`config.mk`:
```
export PLATFORM = sky130hd
export DESIGN_NAME = block_stream_sched
export DESIGN_NICKNAME = d
export VERILOG_FILES = /design/src/rtl/block_stream_sched.sv
export SDC_FILE = /design/constraint.sdc
export NUM_CORES = 1
export LEC_CHECK = 0
export BUFFER_PORTS_ARGS = -buffer_cell sky130_fd_sc_hd__buf_2
export CAP_MARGIN = 20
export CORE_MARGIN = 10
export CORE_UTILIZATION = 30
export CTS_CLUSTER_SIZE = 10
export DETAILED_ROUTE_END_ITERATION = 8
export GPL_TIMING_DRIVEN = 0
export REMOVE_ABC_BUFFERS = 1
export SYNTH_ARGS = -nofsm -noshare
export SYNTH_HDL_FRONTEND = slang
export SYNTH_SLANG_ARGS = --single-unit
```
`constraint.sdc`:
```
create_clock -name clk -period 3.15 [get_ports clk]
set_input_delay 0.315 -clock clk [delete_from_list [all_inputs] [get_ports clk]]
set_output_delay 0.315 -clock clk [all_outputs]
set_load 0.03 [all_outputs]
```
`src/rtl/block_stream_sched.sv`:
```
`timescale 1ns/1ps
`default_nettype none
// ============================================================================
// Module   : block_stream_sched
// Brief    : Round-robin frame scheduler in front of one shared begin/end
//            nesting checker. Define SCHED_TIMEOUT_EN for the stall timeout.
// Revision : 1.0 - initial release
// ============================================================================
module block_stream_sched #(
  parameter int N_REQ     = 4,
  parameter int FLUSH_LEN = 2,
  parameter int LEN_W     = 16,
  parameter int TMO_W     = 8
) (
  input  logic                 clk,
  input  logic                 reset,
  input  logic [N_REQ-1:0]     req_valid,
  input  logic [8*N_REQ-1:0]   req_data,
  input  logic [N_REQ-1:0]     req_last,
  output logic [N_REQ-1:0]     req_ready,
  input  logic [TMO_W-1:0]     tmo_limit,
  output logic                 chk_clear,
  output logic                 chk_valid,
  output logic [7:0]           chk_in,
  input  logic                 chk_result,
  output logic                 done_valid,
  output logic [2:0]           done_id,
  output logic                 done_balanced,
  output logic [LEN_W-1:0]     done_len,
  output logic                 done_timeout,
  output logic                 busy
);

  localparam int c_IDW = (N_REQ > 1) ? $clog2(N_REQ) : 1;
  localparam int c_FLW = (FLUSH_LEN > 1) ? $clog2(FLUSH_LEN) : 1;
  localparam logic [c_IDW:0]   c_NREQ       = (c_IDW+1)'(N_REQ);
  localparam logic [c_IDW-1:0] c_LAST_ID    = c_IDW'(N_REQ - 1);
  localparam logic [c_FLW-1:0] c_FLUSH_LAST = c_FLW'(FLUSH_LEN - 1);

  localparam logic [2:0] c_IDLE   = 3'd0;
  localparam logic [2:0] c_CLEAR  = 3'd1;
  localparam logic [2:0] c_STREAM = 3'd2;
  localparam logic [2:0] c_FLUSH  = 3'd3;
  localparam logic [2:0] c_REPORT = 3'd4;

  logic [2:0]       r_state;
  logic [c_IDW-1:0] r_rr_ptr;
  logic [c_IDW-1:0] r_grant;
  logic [LEN_W-1:0] r_len;
  logic [c_FLW-1:0] r_flush_cnt;
  logic             r_done_valid;
  logic [2:0]       r_done_id;
  logic             r_done_balanced;
  logic [LEN_W-1:0] r_done_len;

  logic             w_any;
  logic [c_IDW-1:0] w_pick;
  logic [c_IDW:0]   w_sum;
  logic             w_hs;
  logic             w_abort;
  logic [7:0]       w_byte;

  // Scan downward so the closest requester at or after r_rr_ptr wins last.
  always_comb begin
    w_any  = 1'b0;
    w_pick = '0;
    w_sum  = '0;
    for (int k = N_REQ - 1; k >= 0; k--) begin
      w_sum = {1'b0, r_rr_ptr} + (c_IDW+1)'(k);
      if (w_sum >= c_NREQ) w_sum = w_sum - c_NREQ;
      if (req_valid[w_sum[c_IDW-1:0]]) begin
        w_any  = 1'b1;
        w_pick = w_sum[c_IDW-1:0];
      end
    end
  end

  assign w_hs   = (r_state == c_STREAM) && req_valid[r_grant];
  assign w_byte = req_data[{r_grant, 3'b000} +: 8];

  always_ff @(posedge clk or negedge reset) begin
    if (!reset) begin
      r_state         <= c_IDLE;
      r_rr_ptr        <= '0;
      r_grant         <= '0;
      r_len           <= '0;
      r_flush_cnt     <= '0;
      r_done_valid    <= 1'b0;
      r_done_id       <= '0;
      r_done_balanced <= 1'b0;
      r_done_len      <= '0;
    end else begin
      r_done_valid <= 1'b0;
      case (r_state)
        c_IDLE: begin
          if (w_any) begin
            r_grant <= w_pick;
            r_state <= c_CLEAR;
          end
        end
        c_CLEAR: begin
          r_len   <= '0;
          r_state <= c_STREAM;
        end
        c_STREAM: begin
          if (w_hs && (r_len != '1)) r_len <= r_len + 1'b1;
          if ((w_hs && req_last[r_grant]) || w_abort) begin
            r_flush_cnt <= '0;
            r_state     <= c_FLUSH;
          end
        end
        c_FLUSH: begin
          if (r_flush_cnt == c_FLUSH_LAST) r_state <= c_REPORT;
          else                             r_flush_cnt <= r_flush_cnt + 1'b1;
        end
        c_REPORT: begin
          r_done_valid    <= 1'b1;
          r_done_id       <= 3'(r_grant);
          r_done_balanced <= chk_result;
          r_done_len      <= r_len;
          r_rr_ptr        <= (r_grant == c_LAST_ID) ? '0 : r_grant + 1'b1;
          r_state         <= c_IDLE;
        end
        default: r_state <= c_IDLE;
      endcase
    end
  end

`ifdef SCHED_TIMEOUT_EN
  logic [TMO_W-1:0] r_tmo_cnt;
  logic             r_aborted;
  logic             r_done_timeout;

  // The stall that reaches tmo_limit is the one that aborts the frame.
  assign w_abort = (r_state == c_STREAM) && !req_valid[r_grant] && (tmo_limit != '0) &&
                   (({1'b0, r_tmo_cnt} + 1'b1) == {1'b0, tmo_limit});

  always_ff @(posedge clk or negedge reset) begin
    if (!reset) begin
      r_tmo_cnt      <= '0;
      r_aborted      <= 1'b0;
      r_done_timeout <= 1'b0;
    end else begin
      if ((r_state != c_STREAM) || w_hs) r_tmo_cnt <= '0;
      else if (r_tmo_cnt != '1)           r_tmo_cnt <= r_tmo_cnt + 1'b1;
      if (r_state == c_CLEAR)  r_aborted      <= 1'b0;
      else if (w_abort)        r_aborted      <= 1'b1;
      if (r_state == c_REPORT) r_done_timeout <= r_aborted;
    end
  end

  assign done_timeout = r_done_timeout;
`else
  wire w_unused_tmo = ^tmo_limit;
  assign w_abort      = 1'b0;
  assign done_timeout = 1'b0;
`endif

  assign req_ready     = (r_state == c_STREAM) ? ({{(N_REQ-1){1'b0}}, 1'b1} << r_grant) : '0;
  assign chk_clear     = (r_state == c_CLEAR);
  assign chk_valid     = w_hs || (r_state == c_FLUSH);
  assign chk_in        = (r_state == c_FLUSH) ? 8'h20 : (w_hs ? w_byte : 8'h00);
  assign done_valid    = r_done_valid;
  assign done_id       = r_done_id;
  assign done_balanced = r_done_balanced;
  assign done_len      = r_done_len;
  assign busy          = (r_state != c_IDLE);

endmodule
`default_nettype wire
```
==> results of run 1 <==
## worst max path at each step
stage / cells after the start / start / end / slack (ps)
after floorplan: 3 / r_grant[1] / chk_in[5] / 1120
after global placement: 4 / r_len[6] / r_len[0] / 550
after detailed placement: 4 / r_grant[0] / r_len[5] / 720
after CTS: 4 / r_grant[1] / chk_in[5] / 420
after global routing: 4 / r_grant[0] / chk_valid / 310
final: 4 / r_grant[1] / chk_in[5] / 440
## power by group through the flow
stage / registers (mW) / logic, mW / clock network [mW]
6_report: 0.849 / 1.00 / 0.379
5_1_grt: 0.881 / 1.10 / 0.417
4_1_cts: 0.849 / 1.01 / 0.390
3_5_place_dp: 0.860 / 1.01 / 0
3_3_place_gp: 0.852 / 0.993 / 0
2_1_floorplan: 0.915 / 0.631 / 0
## flip-flops by register name, summed over array words and instances (netlist names), 2 cells and up
signal and count:
r_state 3, done_len 16, r_len 16, r_rr_ptr 2, r_grant 2, done_id 2
## metrics by stage
stage                     util, %  setup WS (ps)  area, um2  hold WS, ps  cells
after detailed placement     36.3            716       2990          467    397
after global routing         38.0            311       3120          231    408
after CTS                    37.5            419       3080          224    405
after floorplan                 -           1120       2460         19.4    214
after global placement       36.2            551       2970          463    396
final                        38.0            439       3120          226    408
## worst register-to-register path, stage by stage (launching register included)
cell and delay (ps):
dfrtp_1 850, mux4_2 540, nand2_2 230, or4_1 580, a21oi_1 160
## cells in the mapped netlist, drive strengths merged, types with 2 or more instances
master  number
nand2       21
mux2        21
nor2         6
buf         10
o21ai        6
or4          6
mux4        10
nor4         4
inv          8
dfrtp       44
nor3         7
nand4        4
o41ai        4
or3          2
and3        10
nand3        5
and2         8
nor3b        2
o31ai        5
nand2b       4
ha           5
mux2i        7
and4         2
a21oi       10
a21o         2
clkbuf       6
## timing repair
action	CTS	global route
setup endpoints to repair	0	0
endpoints found under the hold margin	0	18
hold buffers	0	1
## cell families after synthesis
kind of cell / count (synthesis) / share of synthesized area (%)
simple gates: 86 / 20.3
flops: 44 / 43.4
mux: 38 / 21.3
compound gates: 31 / 7.94
buf+inv: 24 / 4.49
fa+ha+maj: 5 / 2.47
other cells: 1 / 0.148
## placed cells by master (no fill, tap or decap), types with 3 or more instances in the layout
cell type / n
o21ai_0: 3
nand2b_1: 4
inv_1: 7
nand2_1: 20
clkbuf_8: 6
mux2_1: 21
nor2_1: 6
a21oi_1: 10
nand3_1: 5
o31ai_1: 5
and3_1: 10
and2_1: 8
or4_1: 6
nand4_1: 3
dfrtp_1: 44
mux2i_1: 7
mux4_2: 8
o21ai_1: 3
buf_2: 77
ha_1: 5
nor3_1: 7
o41ai_1: 4
## layer usage
layer / vias up / wire length [um] / global-route usage, %
met5: - / 0 / 0
met4: 0 / 57 / 2.79
met3: 5 / 328 / 3.01
met2: 44 / 3240 / 17.3
met1: 1006 / 2840 / 12.1
li1: 999 / - / -
## layout make-up
class,count,area [um2],area share [%]
clock buffer,6,82.6,2.64
multi-input combinational,162,1330,42.6
tap,105,131,4.21
timing repair buffer,81,438,14.0
sequential,44,1100,35.2
inverter,8,30.0,0.961
clock inverter,2,10.0,0.320
==> run summary, run 1 <==
Worst setup SP type: flip-flop
WP buf/inv: 1
crit-path max FO: 15
#FFs+latches synth: 44
Post-route DRC: 0
RSZ-0062 raised after global routing: no
total power: 2.23 mW
H-tree levels: 2
Setup violations, final: 0
Worst-Skew Late Latency: 300 ps
Distinct cells, synth: 45
P&R area growth vs syn: 23.2%
initial drt markers: 91
Final Hold Viols: 0
Routed wire per std cell: 15.8 um
R2R cell count: 4
CTS buffer count: 5
Hold Crit Endpoint: done_balanced
Min-Delay Path Depth: 2
CTS Buffer Depth: 2
GP Congestion: 0.807
# Post-CTS Setup Buffers: 0
Cell Rows: 33
First-pass DRT Iterations: 4
Die ar.: 12500 um2
crit-path cells: mux4_2, and2_1, a21o_1, buf_2
worst rel slew slack: 47.6%
synthesized netlist cell count: 229
crit end category: primary output
fmax: 369 MHz
Fin Setup TNS: 0 ps
first-pass GRT wire length: 10.7 mm
Synth top area share: 43.4%
status: finished clean
HPWL after DPL: 4.73 mm
post-cts sizing count: 0
Routed Antenna Nets: 0
Worst EP required: 2830 ps
CTS tree: built
largest net degree at the start of global routing: 45
FF-to-FF End: r_len[5]
slowest stage delay, CP: 740 ps
vias post-DR: 2054
Data arrival, critical path: 2400 ps
warnings from Yosys: 0
power per cell area: 714 nW/um2
Hold Crit Class: in2reg
# Max-Cap Violations: 0
Clk pwr share: 17.0%
switching pwr: 0.984 mW
vias in the first global route: 2172
Area contributors post-synth: dfrtp_1 43%, mux2_1 9.3%, mux4_2 7.1%, nand2_1 3.0%, mux2i_1 2.8%
I/O Pins: 88
max-slew violation count: 0
Sw Share: 44.1%
Vias per Instance: 5.03
clock slew at reported path FFs: 90 ps
# port buffers: 77
Clock Sink Count: 44
sequential share of power: 38.0%
n_diodes: 0
Synth Flop Type: dfrtp_1
Tmin final: 2710 ps
Peak VDD IR: 0.000434 V
Clock Skew: 6.52 ps
final wirelength: 6.46 mm
area leader, netlist: dfrtp_1
nets@finish: 358
Die Ht: 112 um
die width: 112 um
Hold Crit Start: chk_result
Seq/Total Area, Yosys: 43.4%
initial antenna violation count: 0
Mean Syn Cell Area: 11.1 um2
Gate power share: 45.0%
total track usage: 10.2%
Initial Util: 30.9%
EDFF count, synth: 0
internal power: 1.25 mW
Worst Max-Slew Pin Slew: 782 ps
fill count: 822
Core ar.: 8220 um2
Slowest-stage cell, CP: dfrtp_1
CTS root buf: clkbuf_8
Top delay family on crit path: flip-flops
global route overflow: 0
Mapped Area: 2540 um2
r2r setup slk: 720 ps
Final Cycle Share: 86.1%
share of layout cells above drive strength 1: 33.7%
CP Class: reg2out
asr flop ratio synth: 100%
Pleak: 1.54 nW
R2R Path Start: r_grant[0]
(Power assumes the default switching activity.)
==> run 2: changes to the inputs <==
Settings changed: BUFFER_PORTS_ARGS -buffer_cell sky130_fd_sc_hd__buf_2 to -buffer_cell sky130_fd_sc_hd__buf_4.
==> run 2 against run 1 <==
- wire length increased by 0.51%
- sequential share of layout area decreased by 1.7 points
- via count increased by 0.15%
- critical path depth unchanged
- non-clock buffer count decreased by 2
- critical path type unchanged
- largest power group unchanged
- hold slack got worse by 220 ps
- register-to-register slack improved by 30 ps
- count of clock-buffer cells in the layout decreased by 1
- global-route usage decreased by 0.19 points
- total power increased by 2.8%
- sequential cell count unchanged
==> run summary, run 2 (same netlist as run 1, synthesis figures left out) <==
Setup violations, final: 0
Worst setup SP type: flip-flop
total power: 2.29 mW
HPWL after DPL: 4.83 mm
Initial Util: 30.9%
sequential share of power: 36.9%
# Post-CTS Setup Buffers: 0
Routed Antenna Nets: 0
Die ar.: 12500 um2
most frequent cells in the layout: 78 x buf_4, 44 x dfrtp_1, 21 x mux2_1
Clk pwr share: 15.7%
Die Ht: 112 um
Pleak: 1.56 nW
largest net degree at the start of global routing: 45
Cell Rows: 33
R2R Path Start: r_grant[0]
# hold bufs at CTS: 0
CTS root buf: clkbuf_8
Clock Sink Count: 44
max-slew violation count: 0
Routed wire per std cell: 16.0 um
Clock Skew: 11.6 ps
first-pass GRT wire length: 10.5 mm
clock slew at reported path FFs: 90 ps
Worst EP required: 2830 ps
Worst-Skew Late Latency: 300 ps
initial antenna violation count: 0
post-cts sizing count: 0
crit-path cells: mux4_2, and2_1, a21o_1, buf_4
Hold Crit Class: in2async
vias post-DR: 2057
Tmin final: 2690 ps
crit end category: primary output
I/O Pins: 88
slowest stage delay, CP: 750 ps
n_diodes: 0
Sw Share: 43.0%
most common cell after layout, fill and taps aside: buf_4
die width: 112 um
final wirelength: 6.50 mm
RSZ-0062 raised after global routing: no
Final Cycle Share: 85.5%
Core ar.: 8220 um2
Post-route DRC: 0
Gate power share: 47.5%
Peak VDD IR: 0.000495 V
global route overflow: 0
CTS Buffer Depth: 2
GP Congestion: 0.813
crit-path max FO: 15
CP Class: reg2out
status: finished clean
CTS tree: built
First-pass DRT Iterations: 4
vias in the first global route: 2114
internal power: 1.31 mW
P&R area growth vs syn: 29.4%
H-tree levels: 2
share of layout cells above drive strength 1: 33.6%
power per cell area: 699 nW/um2
crit path from: r_grant[1]
fill count: 796
total track usage: 9.97%
initial drt markers: 75
Vias per Instance: 5.07
Slowest-stage cell, CP: mux4_2
switching pwr: 0.987 mW
# port buffers: 77
worst rel slew slack: 46.5%
CTS buffer count: 5
nets@finish: 356
Final Hold Viols: 0
# Max-Cap Violations: 0
Data arrival, critical path: 2380 ps
Fin Setup TNS: 0 ps
Worst Max-Slew Pin Slew: 799 ps
Util after Layout: 39.9%
fmax: 371 MHz
==> run 2: cell types whose count changed in the layout (fill, tap and decap cells not counted), sizes merged <==
cell	before	now
clkbuf	6	5
dlygate4sd3	1	0
clkinv	2	3
buf	80	79
==> run 2: cell type report <==
| class | instances | area [um2] | share of cell area, % |
|---|---|---|---|
| Clock inverter | 3 | 18.8 | 0.572 |
| Sequential cell | 44 | 1100 | 33.5 |
| Multi-Input combinational cell | 162 | 1330 | 40.6 |
| Timing Repair Buffer | 79 | 601 | 18.3 |
| Clock buffer | 5 | 68.8 | 2.10 |
| Tap cell | 105 | 131 | 4.00 |
| Inverter | 8 | 30.0 | 0.915 |
==> run 2: worst paths after layout <==
check                                endpoint  slack, ps  cells past startpoint
worst max-delay path                chk_in[5]        460                      4
worst min-delay path                r_len[12]          8                      1
worst max register to register       r_len[5]        750                      4
worst min register to register   done_len[15]        490                      1
max in group asynchronous            r_len[2]       2740                      1
min in group clk                done_balanced        230                      2
==> run 2: per-stage QoR <==
step,cells,setup slack (ps),hold WS (ps),cell area (um2)
CTS,405,418,24.5,3270
global route,406,319,40.2,3280
detailed placement,397,708,360,3180
global placement,396,555,356,3170
floorplan,214,1120,19.4,2460
finish,406,457,7.76,3280
==> run 2: per-layer routing <==
metal | share of wire (%) | track usage, % | wire length [um] | vias to the layer above
met5 | 0 | 0 | 0 | -
met4 | 0.77 | 2.54 | 50 | 0
met3 | 5.6 | 3.60 | 361 | 4
met2 | 52 | 17.7 | 3360 | 38
met1 | 42 | 11.0 | 2720 | 1014
li1 | - | - | - | 1001
==> run 2: power by group through the flow <==
stage               Combinational (mW)  Clock [mW]  Sequential [mW]
floorplan                        0.631           0            0.915
global placement                  1.08           0            0.857
detailed placement                1.10           0            0.863
CTS                               1.10       0.369            0.852
global route                      1.19       0.394            0.876
finish                            1.09       0.359            0.846
==> run 2: worst max-delay path, delay by kind of cell, from the launching register on <==
family | cells | cell delay, ps
AND/OR/NAND/NOR | 1 | 280
multiplexers | 1 | 750
flip-flops | 1 | 730
AO/OA/AOI/OAI | 1 | 170
buffers and inverters | 1 | 160
==> run 3: changes to the inputs <==
Settings changed: CORE_UTILIZATION 30 to 54, PLACE_DENSITY from default to 0.85, REMOVE_ABC_BUFFERS 1 to default.
==> run 3 against run 2 <==
- design area decreased by 0.53%
- sequential power shrank 9.0%
- critical path depth is 2 higher
- via count is 6.1% higher
- clock skew decreased by 4.0 ps
- non-clock buffer count increased by 14
- global-route usage increased by 8.1 points
- setup slack improved by 200 ps
- wire length grew 3.9%
- critical path type unchanged
- highest routed layer unchanged
==> run summary, run 3 (same netlist as run 1, synthesis figures left out) <==
status: finished clean
Peak VDD IR: 0.000464 V
Die ar.: 7840 um2
CP Class: reg2out
Worst-Skew Late Latency: 290 ps
dpl cells: 359
share of layout cells above drive strength 1: 34.1%
Routed Antenna Nets: 0
RSZ-0062 raised after global routing: no
Worst setup SP type: flip-flop
most common cell after layout, fill and taps aside: buf_4
# hold bufs at CTS: 0
WP buf/inv: 3
Data arrival, critical path: 2180 ps
n_diodes: 0
Vias per Instance: 5.96
final non-filler cell total: 366
max-slew violation count: 0
post-cts sizing count: 0
crit end category: primary output
Slowest-stage cell, CP: mux4_2
# Post-CTS Setup Buffers: 0
Placed Area: 3180 um2
# Max-Cap Violations: 0
# port buffers: 77
total track usage: 18.1%
Clock Sink Count: 44
Crit path depth: 6
Die Ht: 88.5 um
R2R cell count: 6
die width: 88.5 um
Hold Crit Class: in2async
clock slew at reported path FFs: 80 ps
Top delay family on crit path: multiplexers
area occupied by multi-input gates: 1330 um2
first-pass GRT wire length: 11.2 mm
Setup violations, final: 0
worst rel slew slack: 62.5%
Initial Util: 57.1%
crit-path max FO: 10
initial antenna violation count: 0
I/O Pins: 88
Final Instance Area: 3260 um2
Cell Rows: 24
total power: 2.34 mW
Routed wire per std cell: 18.4 um
power per cell area: 718 nW/um2
initial drt markers: 136
fill count: 334
GP Congestion: 0.834
Fin Setup TNS: 0 ps
slowest stage delay, CP: 620 ps
Pleak: 1.60 nW
Final Hold Viols: 0
H-tree levels: 2
Final Cycle Share: 79.1%
crit-path cells: mux4_2, buf_6, nand2_2, buf_2, o21ai_1, buf_4
CTS root buf: clkbuf_8
global route overflow: 0
final wirelength: 6.75 mm
Clock Skew: 7.65 ps
Tmin final: 2490 ps
HPWL after DPL: 5.35 mm
Post-route DRC: 0
CTS tree: built
nets@finish: 370
Worst Max-Slew Pin Slew: 563 ps
largest net degree at the start of global routing: 45
Core ar.: 4440 um2
vias post-DR: 2182
P&R area growth vs syn: 28.7%
total area of sequential cells: 1100 um2
fmax: 401 MHz
First-pass DRT Iterations: 4
vias in the first global route: 2293
most frequent cells in the layout: 79 x buf_4, 44 x dfrtp_1, 21 x mux2_1
CTS Buffer Depth: 2
CTS buffer count: 5
Worst EP required: 2830 ps
-- run 3: cell count changes in the layout (fill, tap and decap cells not counted), sizes merged --
| cell | change |
|---|---|
| buf | +8 |
| clkbuf | +6 |
| clkinv | -2 |
| clkinvlp | +1 |
-- run 3: area by class of cell --
class,instances,area share (%)
Multi-Input combinational cell,162,40.6
Sequential cell,44,33.7
Timing Repair Buffer,77,17.7
Buffer,16,2.57
Clock buffer,5,2.11
Tap cell,52,1.99
Inverter,8,0.920
Clock inverter,2,0.383
-- run 3: power by group --
group / internal [mW] / switching [mW] / total (mW)
clock: 0.150 / 0.187 / 0.337
sequential: 0.680 / 0.0909 / 0.770
combinational: 0.509 / 0.728 / 1.24
-- run 3: worst paths after layout --
| check | from | end | slack (ps) |
|---|---|---|---|
| worst max-delay path | r_grant[1] | chk_valid | 660 |
| worst min-delay path | reset | done_len[0] | 2 |
| worst max register to register | r_grant[1] | r_len[14] | 1140 |
| worst min register to register | r_flush_cnt | r_flush_cnt | 490 |
| max in group asynchronous | reset | done_id[0] | 2780 |
| min in group clk | chk_result | done_balanced | 230 |
-- run 3: metrics by stage --
stage / worst slack, ps / utilization (%) / hold slack [ps]
floorplan: 1220 / - / 19.4
global placement: 989 / 71.6 / 338
detailed placement: 977 / 71.6 / 340
CTS: 646 / 73.5 / 21.0
global route: 569 / 73.5 / 27.8
finish: 659 / 73.5 / 1.80
-- run 3: metal layers --
metal	wire length, um	up-vias	global-route usage (%)	part of all wire, %
met5	0	-	0	0
met2	3600	85	33.1	53
met3	518	15	5.24	7.7
met4	150	0	5.58	2.2
met1	2480	1067	19.6	37
li1	-	1015	-	-
-- run 3: worst register-to-register path: cells and delay by family, from the launching register on --
family / cells / cell delay [ps]
muxes: 2 / 690
buffers and inverters: 2 / 370
and+or+nand+nor: 2 / 420
DFF: 1 / 480
